`src/rtl/siso_iter_sched.sv`:
```
// Turbo-decoder iteration scheduler: loads a frame into the sample buffer, then
// replays it to one shared SISO per half-iteration (natural, then interleaved order).
module siso_iter_sched #(
    parameter int unsigned DATA_WIDTH = 16,
    parameter int unsigned DEPTH_BUF  = 256,
    parameter int unsigned ITER_W     = 4,
    localparam int unsigned AW        = $clog2(DEPTH_BUF),
    localparam int unsigned CW        = AW + 1,
    localparam int unsigned IW1       = ITER_W + 1
) (
    input  logic                  aclk,
    input  logic                  aresetn,
    input  logic                  start,
    input  logic [DATA_WIDTH-1:0] cfg_blklen,
    input  logic [ITER_W-1:0]     cfg_n_iter,
    input  logic [DATA_WIDTH-1:0] s_axis_in_tdata,
    input  logic                  s_axis_in_tvalid,
    input  logic                  s_axis_in_tlast,
    output logic                  s_axis_in_tready,
    output logic                  buf_we,
    output logic [AW-1:0]         buf_wr_addr,
    output logic [DATA_WIDTH-1:0] buf_wr_data,
    output logic [AW-1:0]         buf_rd_addr,
    input  logic [DATA_WIDTH-1:0] buf_rd_data,
    output logic [AW-1:0]         il_idx,
    input  logic [AW-1:0]         il_addr,
    output logic [DATA_WIDTH-1:0] m_axis_siso_tdata,
    output logic                  m_axis_siso_tvalid,
    output logic                  m_axis_siso_tlast,
    input  logic                  m_axis_siso_tready,
    input  logic                  llr_tvalid,
    input  logic                  llr_tready,
    input  logic                  llr_tlast,
    output logic                  phase,
    output logic [ITER_W-1:0]     iter_cnt,
    output logic                  busy,
    output logic                  done,
    output logic                  err_len
);

    typedef enum logic [2:0] {S_IDLE, S_LOAD, S_FEED, S_WAIT, S_FIN} state_t;

    state_t                  state, state_nxt;
    logic [CW-1:0]           blklen, blklen_m1, ld_cnt, rd_cnt;
    logic [ITER_W-1:0]       n_iter;
    logic                    cfg_bad, in_beat, ld_last, siso_pop, llr_beat;
    logic                    err_set, iter_inc, phase_tgl, feed_enter;
    logic                    rd_issue, rd_vld, rd_last_q;
    logic [1:0]              occ;
    logic                    head_v, tail_v, head_last, tail_last;
    logic [DATA_WIDTH-1:0]   head_data, tail_data;

    assign cfg_bad   = (cfg_blklen == '0) || (cfg_blklen > DATA_WIDTH'(DEPTH_BUF));
    assign blklen_m1 = blklen - CW'(1);
    assign in_beat   = s_axis_in_tvalid & s_axis_in_tready;
    assign ld_last   = (ld_cnt == blklen_m1);
    assign siso_pop  = head_v & m_axis_siso_tready;
    assign llr_beat  = llr_tvalid & llr_tready;

    // Buffer write port follows the input stream directly
    assign buf_we      = in_beat;
    assign buf_wr_addr = ld_cnt[AW-1:0];
    assign buf_wr_data = in_beat ? s_axis_in_tdata : '0;

    assign il_idx      = rd_cnt[AW-1:0];
    assign buf_rd_addr = phase ? il_addr : rd_cnt[AW-1:0];

    assign m_axis_siso_tvalid = head_v;
    assign m_axis_siso_tdata  = head_data;
    assign m_axis_siso_tlast  = head_last;

    // Issue a read only when the skid can absorb it, counting the read in flight
    assign occ      = 2'(head_v) + 2'(tail_v) + 2'(rd_vld);
    assign rd_issue = (state == S_FEED) && (rd_cnt < blklen) && (occ < (2'd2 + 2'(siso_pop)));

    always_ff @(posedge aclk or negedge aresetn) begin
        if (!aresetn) state <= S_IDLE;
        else          state <= state_nxt;
    end

    always_comb begin
        state_nxt  = state;
        err_set    = 1'b0;
        iter_inc   = 1'b0;
        phase_tgl  = 1'b0;
        case (state)
            S_IDLE: if (start) state_nxt = cfg_bad ? S_FIN : S_LOAD;
            S_LOAD: begin
                if (in_beat) begin
                    if (ld_last) begin
                        state_nxt = S_FEED;
                        err_set   = ~s_axis_in_tlast;
                    end else if (s_axis_in_tlast) begin
                        state_nxt = S_FIN;
                        err_set   = 1'b1;
                    end
                end
            end
            S_FEED: if (siso_pop && head_last) state_nxt = S_WAIT;
            S_WAIT: begin
                if (llr_beat && llr_tlast) begin
                    phase_tgl = 1'b1;
                    iter_inc  = phase;
                    if (({1'b0, iter_cnt} + IW1'(iter_inc)) < {1'b0, n_iter}) state_nxt = S_FEED;
                    else                                                       state_nxt = S_FIN;
                end
            end
            S_FIN:   state_nxt = S_IDLE;
            default: state_nxt = S_IDLE;
        endcase
    end

    assign feed_enter = (state_nxt == S_FEED) && (state != S_FEED);

    // Configuration, status and load counter
    always_ff @(posedge aclk or negedge aresetn) begin
        if (!aresetn) begin
            s_axis_in_tready <= 1'b0;
            busy             <= 1'b0;
            done             <= 1'b0;
            err_len          <= 1'b0;
            iter_cnt         <= '0;
            phase            <= 1'b0;
            blklen           <= '0;
            n_iter           <= '0;
            ld_cnt           <= '0;
        end else begin
            s_axis_in_tready <= (state_nxt == S_LOAD);
            busy             <= (state_nxt != S_IDLE);
            done             <= (state_nxt == S_FIN);
            if (state == S_IDLE && start) begin
                blklen   <= CW'(cfg_blklen);
                n_iter   <= (cfg_n_iter == '0) ? ITER_W'(1) : cfg_n_iter;
                err_len  <= cfg_bad;
                iter_cnt <= '0;
                phase    <= 1'b0;
                ld_cnt   <= '0;
            end else begin
                if (err_set)   err_len  <= 1'b1;
                if (in_beat)   ld_cnt   <= ld_cnt + CW'(1);
                if (phase_tgl) phase    <= ~phase;
                if (iter_inc)  iter_cnt <= iter_cnt + ITER_W'(1);
            end
        end
    end

    // Read address counter and one-cycle buffer latency tracking
    always_ff @(posedge aclk or negedge aresetn) begin
        if (!aresetn) begin
            rd_cnt    <= '0;
            rd_vld    <= 1'b0;
            rd_last_q <= 1'b0;
        end else begin
            if (feed_enter)    rd_cnt <= '0;
            else if (rd_issue) rd_cnt <= rd_cnt + CW'(1);
            rd_vld    <= rd_issue;
            rd_last_q <= rd_issue && (rd_cnt == blklen_m1);
        end
    end

    // Two-entry output skid: head drives the SISO stream, tail catches overflow
    always_ff @(posedge aclk or negedge aresetn) begin
        if (!aresetn) begin
            head_v    <= 1'b0;
            tail_v    <= 1'b0;
            head_last <= 1'b0;
            tail_last <= 1'b0;
            head_data <= '0;
            tail_data <= '0;
        end else begin
            case ({siso_pop, rd_vld})
                2'b11: begin
                    if (tail_v) begin
                        head_data <= tail_data;
                        head_last <= tail_last;
                        tail_data <= buf_rd_data;
                        tail_last <= rd_last_q;
                    end else begin
                        head_data <= buf_rd_data;
                        head_last <= rd_last_q;
                    end
                end
                2'b10: begin
                    if (tail_v) begin
                        head_data <= tail_data;
                        head_last <= tail_last;
                        tail_v    <= 1'b0;
                    end else begin
                        head_v    <= 1'b0;
                    end
                end
                2'b01: begin
                    if (!head_v) begin
                        head_v    <= 1'b1;
                        head_data <= buf_rd_data;
                        head_last <= rd_last_q;
                    end else begin
                        tail_v    <= 1'b1;
                        tail_data <= buf_rd_data;
                        tail_last <= rd_last_q;
                    end
                end
                default: ;
            endcase
        end
    end

endmodule
```
`config.mk`:
```
export PLATFORM = sky130hd
export DESIGN_NAME = siso_iter_sched
export DESIGN_NICKNAME = d
export VERILOG_FILES = /design/src/rtl/siso_iter_sched.sv
export SDC_FILE = /design/constraint.sdc
export NUM_CORES = 1
export LEC_CHECK = 0
export BUFFER_PORTS_ARGS = -buffer_cell sky130_fd_sc_hd__buf_2
export CAP_MARGIN = 10
export CORE_MARGIN = 4
export CORE_UTILIZATION = 38
export DETAILED_ROUTE_END_ITERATION = 12
export PLACE_DENSITY = 0.65
export SKIP_CTS_REPAIR_TIMING = 1
export SLEW_MARGIN = 10
export SYNTH_ARGS = -nofsm -noshare
export SYNTH_HDL_FRONTEND = slang
export SYNTH_SLANG_ARGS = --single-unit
```
`constraint.sdc`:
```
create_clock -name aclk -period 2.7 [get_ports aclk]
set_clock_uncertainty 0.2 [all_clocks]
set_input_delay 0.135 -clock aclk [delete_from_list [all_inputs] [get_ports aclk]]
set_output_delay 0.135 -clock aclk [all_outputs]
set_load 0.02 [all_outputs]
```
Word level (Yosys, flattened, before mapping)
Index checks and enable logic that the tools add are counted.
{"block": "classes", "mux": 48, "add_sub_neg": 8, "n_eq_ne": 17, "n_lt_le_gt_ge": 4, "bitwise": 5, "n_reduce_logical": 24}
{"op": "$mux 16", "n": 6}
{"op": "$pmux 16 s3", "n": 1}
{"op": "$mux 9", "n": 4}
{"op": "$pmux 16 s2", "n": 1}
{"op": "$mux 3", "n": 8}
{"op": "$mux 1", "n": 19}
{"op": "$add 9x1->9 const B", "n": 2}
{"op": "$eq 9x9->1", "n": 2}
{"op": "$gt 16x9->1 const B", "n": 1}
{"op": "$logic_not 16->1", "n": 1}
{"op": "$reduce_bool 2->1", "n": 7}
{"op": "$mux 4", "n": 3}
{"op": "$pmux 3 s4", "n": 1}
{"op": "$ne 2x2->1 const B", "n": 5}
{"op": "$eq 3x2->1 const B", "n": 3}
{"op": "$lt 9x9->1", "n": 1}
{"op": "$sub 9x1->9 const B", "n": 1}
{"op": "$mux 8", "n": 1}
{"op": "$logic_and 1x1->1", "n": 7}
{"op": "$eq 3x1->1 const B", "n": 2}
{"op": "$pmux 1 s2", "n": 3}
{"op": "$reduce_and 3->1", "n": 2}
{"op": "$reduce_bool 3->1", "n": 2}
{"op": "$add 4x1->5", "n": 1}
{"op": "other kinds (17)", "n": 22}
{"block": "totals", "reg_bits": 81, "elab_cells": 125, "output_inout_bits": 68}

Logic depth before layout (Yosys ltp)
{"block": "depth", "word_depth": 8, "ltp_mapped": 10}

Least setup slack after synthesis
Ideal clock, no wire load.
{"block": "synth_path", "kind": "flip-flop to flip-flop", "startpoint": "register phase", "endpoint": "register rd_cnt[0]", "synth_period_minus_slack_ns": 2.842, "setup_slack_ns": -0.142, "arrival_time_ns": 2.494, "n_path_buf": 0, "path_stages_with_launch": 11, "required_time_ns": 2.352, "path_cell_list": "dfrtp_1 -> ha_1 -> ha_1 -> xor2_1 -> ha_1 -> a21oi_1 -> o21ai_0 -> a21oi_1 -> o21ai_0 -> o32ai_4 -> a22oi_1"}
{"block": "synth_between", "elab_chain_len": 8, "word_cells_on_any_way": 9}
{"element": "from (decl)", "line_no": "34", "rtl": "output logic phase,"}
{"element": "from (signal assigned)", "line_no": "141", "rtl": "if (phase_tgl) phase <= ~phase;"}
{"element": "$add 4x1->5 (*)", "line_no": "104", "rtl": "if (({1'b0, iter_cnt} + IW1'(iter_inc)) < {1'b0, n_iter}) state_nxt = S_FEED;"}
{"element": "$lt 5x4->1 (*)", "line_no": "104"}
{"element": "$mux 3 (*)", "line_no": "104"}
{"element": "$mux 3 (*)", "line_no": "101", "rtl": "if (llr_beat && llr_tlast) begin"}
{"element": "$pmux 3 s4 (*)", "line_no": "86", "rtl": "case (state)"}
{"element": "$eq 3x2->1 (*)", "line_no": "113", "rtl": "assign feed_enter = (state_nxt == S_FEED) && (state != S_FEED);"}
{"element": "$logic_and 1x1->1 (*)", "line_no": "113"}
{"element": "$mux 9 or $reduce_bool 2->1 (tied branches)"}
{"element": "to (signal assigned)", "line_no": "155", "rtl": "else if (rd_issue) rd_cnt <= rd_cnt + CW'(1);"}
{"element": "to (decl)", "line_no": "44", "rtl": "logic [CW-1:0] blklen, blklen_m1, ld_cnt, rd_cnt;"}
Mark *: on every way between the ends. The rest lies on a longest branch, timed or not.
A chain may end at the register's enable or synchronous reset.

Worst setup path after layout
{"block": "layout_path", "startpoint": "register phase", "endpoint": "register rd_cnt[7]"}
Same word-level chain as after synthesis.

==> flow_metrics.tcl <==
set metrics [dict create \
    detailed_place_hpwl_mm 10.2 \
    clkTransAtPathRegs_ns 0.06 \
    power.share.switching_pct 38.8 \
    floorplan.die.width_microns 125 \
    yosysSeqAreaShare_pct 39.0 \
    multi_input_area_sq_um 2940 \
    worst-slew-pin-transition_ns 1.06 \
    drive_gt1_share_pct 36.2 \
    rows 42 \
    rr_startpoint "phase" \
    areaGrowthSynthToFinish_pct 33.3 \
    criticalPathCategory "flip-flop to flip-flop" \
    clock_path_buffers 2 \
    utilization_after_layout_pct 52.1 \
    netlist.area_leader.share_pct 39.0 \
    vias_per_std_cell 5.26 \
    cts_buffers 9 \
    totalPowerFinal_mw 5.89 \
    cts.sinks 81 \
    clk_root_buffer_cell "clkbuf_16" \
    outcome "complete, but fails checks" \
    async_reset_ff_share_pct 100 \
    cpPeakStageDelay_ns 0.43 \
    maxSlewHeadroom_pct 29.1 \
    power.ir.vdd_worst_uv 436 \
    grt_setup_unrepaired "yes" \
    grt_start_max_net_pins 82 \
    internal_mw 3.61 \
    r2r-end "rd_cnt[7]" \
    detail_route.iter0.violations 316 \
    globalplace.congestion 0.871 \
    start_util_pct 39.1 \
    min_period_ns 2.78 \
    yosys.area.top_type "dfrtp_1" \
    finalMaxSlewViolations 0 \
    cts-htree-levels 3 \
    grt_overflow 0 \
    number_of_nets_with_antenna_violations_after_detailed_routing 0 \
    grt_use_total_pct 17.7 \
    power.net_switching_mw 2.29 \
    worstHoldPathType "input port to flip-flop" \
    number_of_enable_type_register_cells_in_the_synthesized_netlist 0 \
    wl_mm 14.3 \
    path_cells "ha_4, ha_2, xor2_1, ha_1, a21oi_2, o21ai_2, a21oi_2, o21ai_2, o32ai_4, clkbuf_16, a22oi_2" \
    pwrdens_nw_per_um2 851 \
    clock_power_share_pct 22.0 \
    ys_top_cells_by_area "dfrtp_1 (39%), mux2_2 (8.5%), o21ai_0 (6.0%), ha_1 (5.5%), nand2_1 (5.0%)" \
    crit_path_end_kind "flip-flop" \
    critical-path-slowest-cell "dfrtp_2" \
    finalHoldViolations 0 \
    port_buffers 136 \
    vias_in_the_first_global_route 4737 \
    floorplan.io_pins 137 \
    power.share.sequential_pct 32.4 \
    ys_seq_elements 81 \
    final_min_period_over_clock_period_pct 103 \
    final-setup-viol-count 9 \
    layout.filler_cells 1191 \
    worst-r2r-setup-slack_ns -0.08 \
    violations "setup timing" \
    wire_length_of_the_first_global_routing_pass_mm 23.2 \
    ys.flop_type "dfrtp_1" \
    post_synth_instance_area_sq_um 5190 \
    hold_start "start" \
    mappedNetlistNets 646 \
    achievable-frequency_mhz 359 \
    synthCells 553 \
    power.static_leakage_nw 3.30 \
    max-cap-violations 0 \
    worstPathArrival_ns 2.79 \
    timing.reg2reg.worst_path_depth 11 \
    detailedRoute.firstPassIterationCount 4 \
    fp.dieH_microns 125 \
    area.sequential_sq_um 2030 \
    fin_hold_ws_ns 0.0933 \
    cts_tree "done" \
    detailroute.via_count 4764 \
    setup.worst_path.start_class "flip-flop" \
    avgSynthCellArea_sq_um 9.39 \
    drt_drc_violations_left 0 \
    cp.required_ns 2.71 \
    post-route-worst-setup-slack_ns -0.0824 \
    detail_route.wl_per_cell_microns 15.8 \
    core_region_area_sq_um 13300 \
    worst-path-max-fanout 4 \
    final_nets 818 \
    power_frac_comb_pct 45.6 \
    worstHoldPathCells 3 \
    antenna-diode-count 0 \
    worst_min_delay_path_endpoint "busy" \
    die-area_sq_um 15600 \
    stdcell_area_sq_um 6920 \
    clock_insertion_delay_worst_skew_ns 0.34 \
    synthDistinctLibCells 55 \
    synth-warning-count 0 \
    antenna_violations_before_repair 0 \
    detailed_place.area_sq_um 6180 \
]
[flip-flops by register name, summed over array words and instances (netlist names)]
signal              cells
blklen                  9
busy                    1
done                    1
err_len                 1
iter_cnt                4
ld_cnt                  9
m_axis_siso_tdata      16
m_axis_siso_tlast       1
m_axis_siso_tvalid      1
n_iter                  4
phase                   1
rd_cnt                  9
rd_last_q               1
rd_vld                  1
s_axis_in_tready        1
state                   3
tail_data              16
tail_last               1
tail_v                  1
[power by group through the flow]
stage	logic [mW]	registers, mW	clock network (mW)
after floorplan	1.59	2.05	0
after global placement	2.50	1.90	0
after detailed placement	2.57	1.93	0
after CTS	2.58	1.91	1.32
after global routing	2.97	1.97	1.36
final	2.69	1.91	1.30
[cells in the mapped netlist (3+ instances only)]
master    count
o21ai_0      62
and3_1       19
or4_1         6
dfrtp_1      81
o21a_1        3
xnor3_1       3
xnor2_1      17
nand2_1      69
buf_1         4
nor2_1       23
buf_4        16
ha_1         23
inv_1        22
nand3_1      15
xor2_1       14
or3_1         6
nand4_1       8
a21oi_1      10
o31ai_1       7
mux2_2       39
clkbuf_1     24
a22oi_1      27
nor3_1        9
nor4_1        4
[worst max path at each step]
stage | startpoint | end | slack [ns] | depth (start not counted)
floorplan | blklen[2] | rd_cnt[0] | -0.04 | 7
global placement | phase | rd_cnt[6] | 0.04 | 12
detailed placement | phase | rd_cnt[2] | -0.10 | 12
CTS | phase | rd_cnt[2] | -0.15 | 12
global route | phase | rd_cnt[7] | -0.17 | 11
finish | phase | rd_cnt[7] | -0.08 | 11
[kinds of logic (layout without fill, tap and decap cells)]
group                    count (synthesis)  count (layout)  share of synthesized area [%]
AND/OR/NAND/NOR                        176             176                           17.1
AO/OA/AOI/OAI                          128             128                           16.3
flip-flops                              81              81                           39.0
buffers and inverters                   69             246                           6.31
multiplexers                            41              41                           8.84
XOR/XNOR                                34              34                           6.53
adder cells (fa/ha/maj)                 24              24                           5.93
[cell type report]
| type | instances | share of cell area [%] |
|---|---|---|
| Clock buffer | 11 | 3.65 |
| Clock inverter | 5 | 0.922 |
| Inverter | 23 | 1.25 |
| Multi-Input combinational cell | 403 | 42.4 |
| Sequential cell | 81 | 29.3 |
| Tap cell | 176 | 3.18 |
| Timing Repair Buffer | 207 | 19.3 |
[through the flow]
step	worst slack [ns]	std cells	TNS, ns
2_1_floorplan	-0.0359	553	-0.288
4_1_cts	-0.149	873	-1.20
3_3_place_gp	0.0388	857	0
5_1_grt	-0.174	906	-1.36
6_report	-0.0824	906	-0.479
3_5_place_dp	-0.104	857	-0.798
[layer usage]
layer	up-vias	part of all wire (%)	global-route usage (%)
met2	157	48	29.2
li1	2311	-	-
met1	2275	44	23.1
met5	-	0	0
met3	21	5.9	3.82
met4	0	1.8	5.93
[worst max-delay path, delay by kind of cell (launching register included)]
family	cells	cell delay (ns)
buf+inv	1	0.21
flops	1	0.43
fa+ha+maj	3	0.68
compound gates	6	0.98
xor+xnor	1	0.14
[layout by cell type, fill, tap and decap left out, types with 15 or more instances in the layout]
| cell type | instances |
|---|---|
| a22oi_1 | 20 |
| and3_1 | 19 |
| buf_2 | 135 |
| buf_4 | 38 |
| dfrtp_1 | 79 |
| dlygate4sd3_1 | 31 |
| ha_1 | 20 |
| inv_1 | 22 |
| mux2_2 | 39 |
| nand2_1 | 69 |
| nand3_1 | 15 |
| nor2_1 | 22 |
| o21ai_0 | 60 |
| xnor2_1 | 17 |
Power figures use the tool's default switching activity.
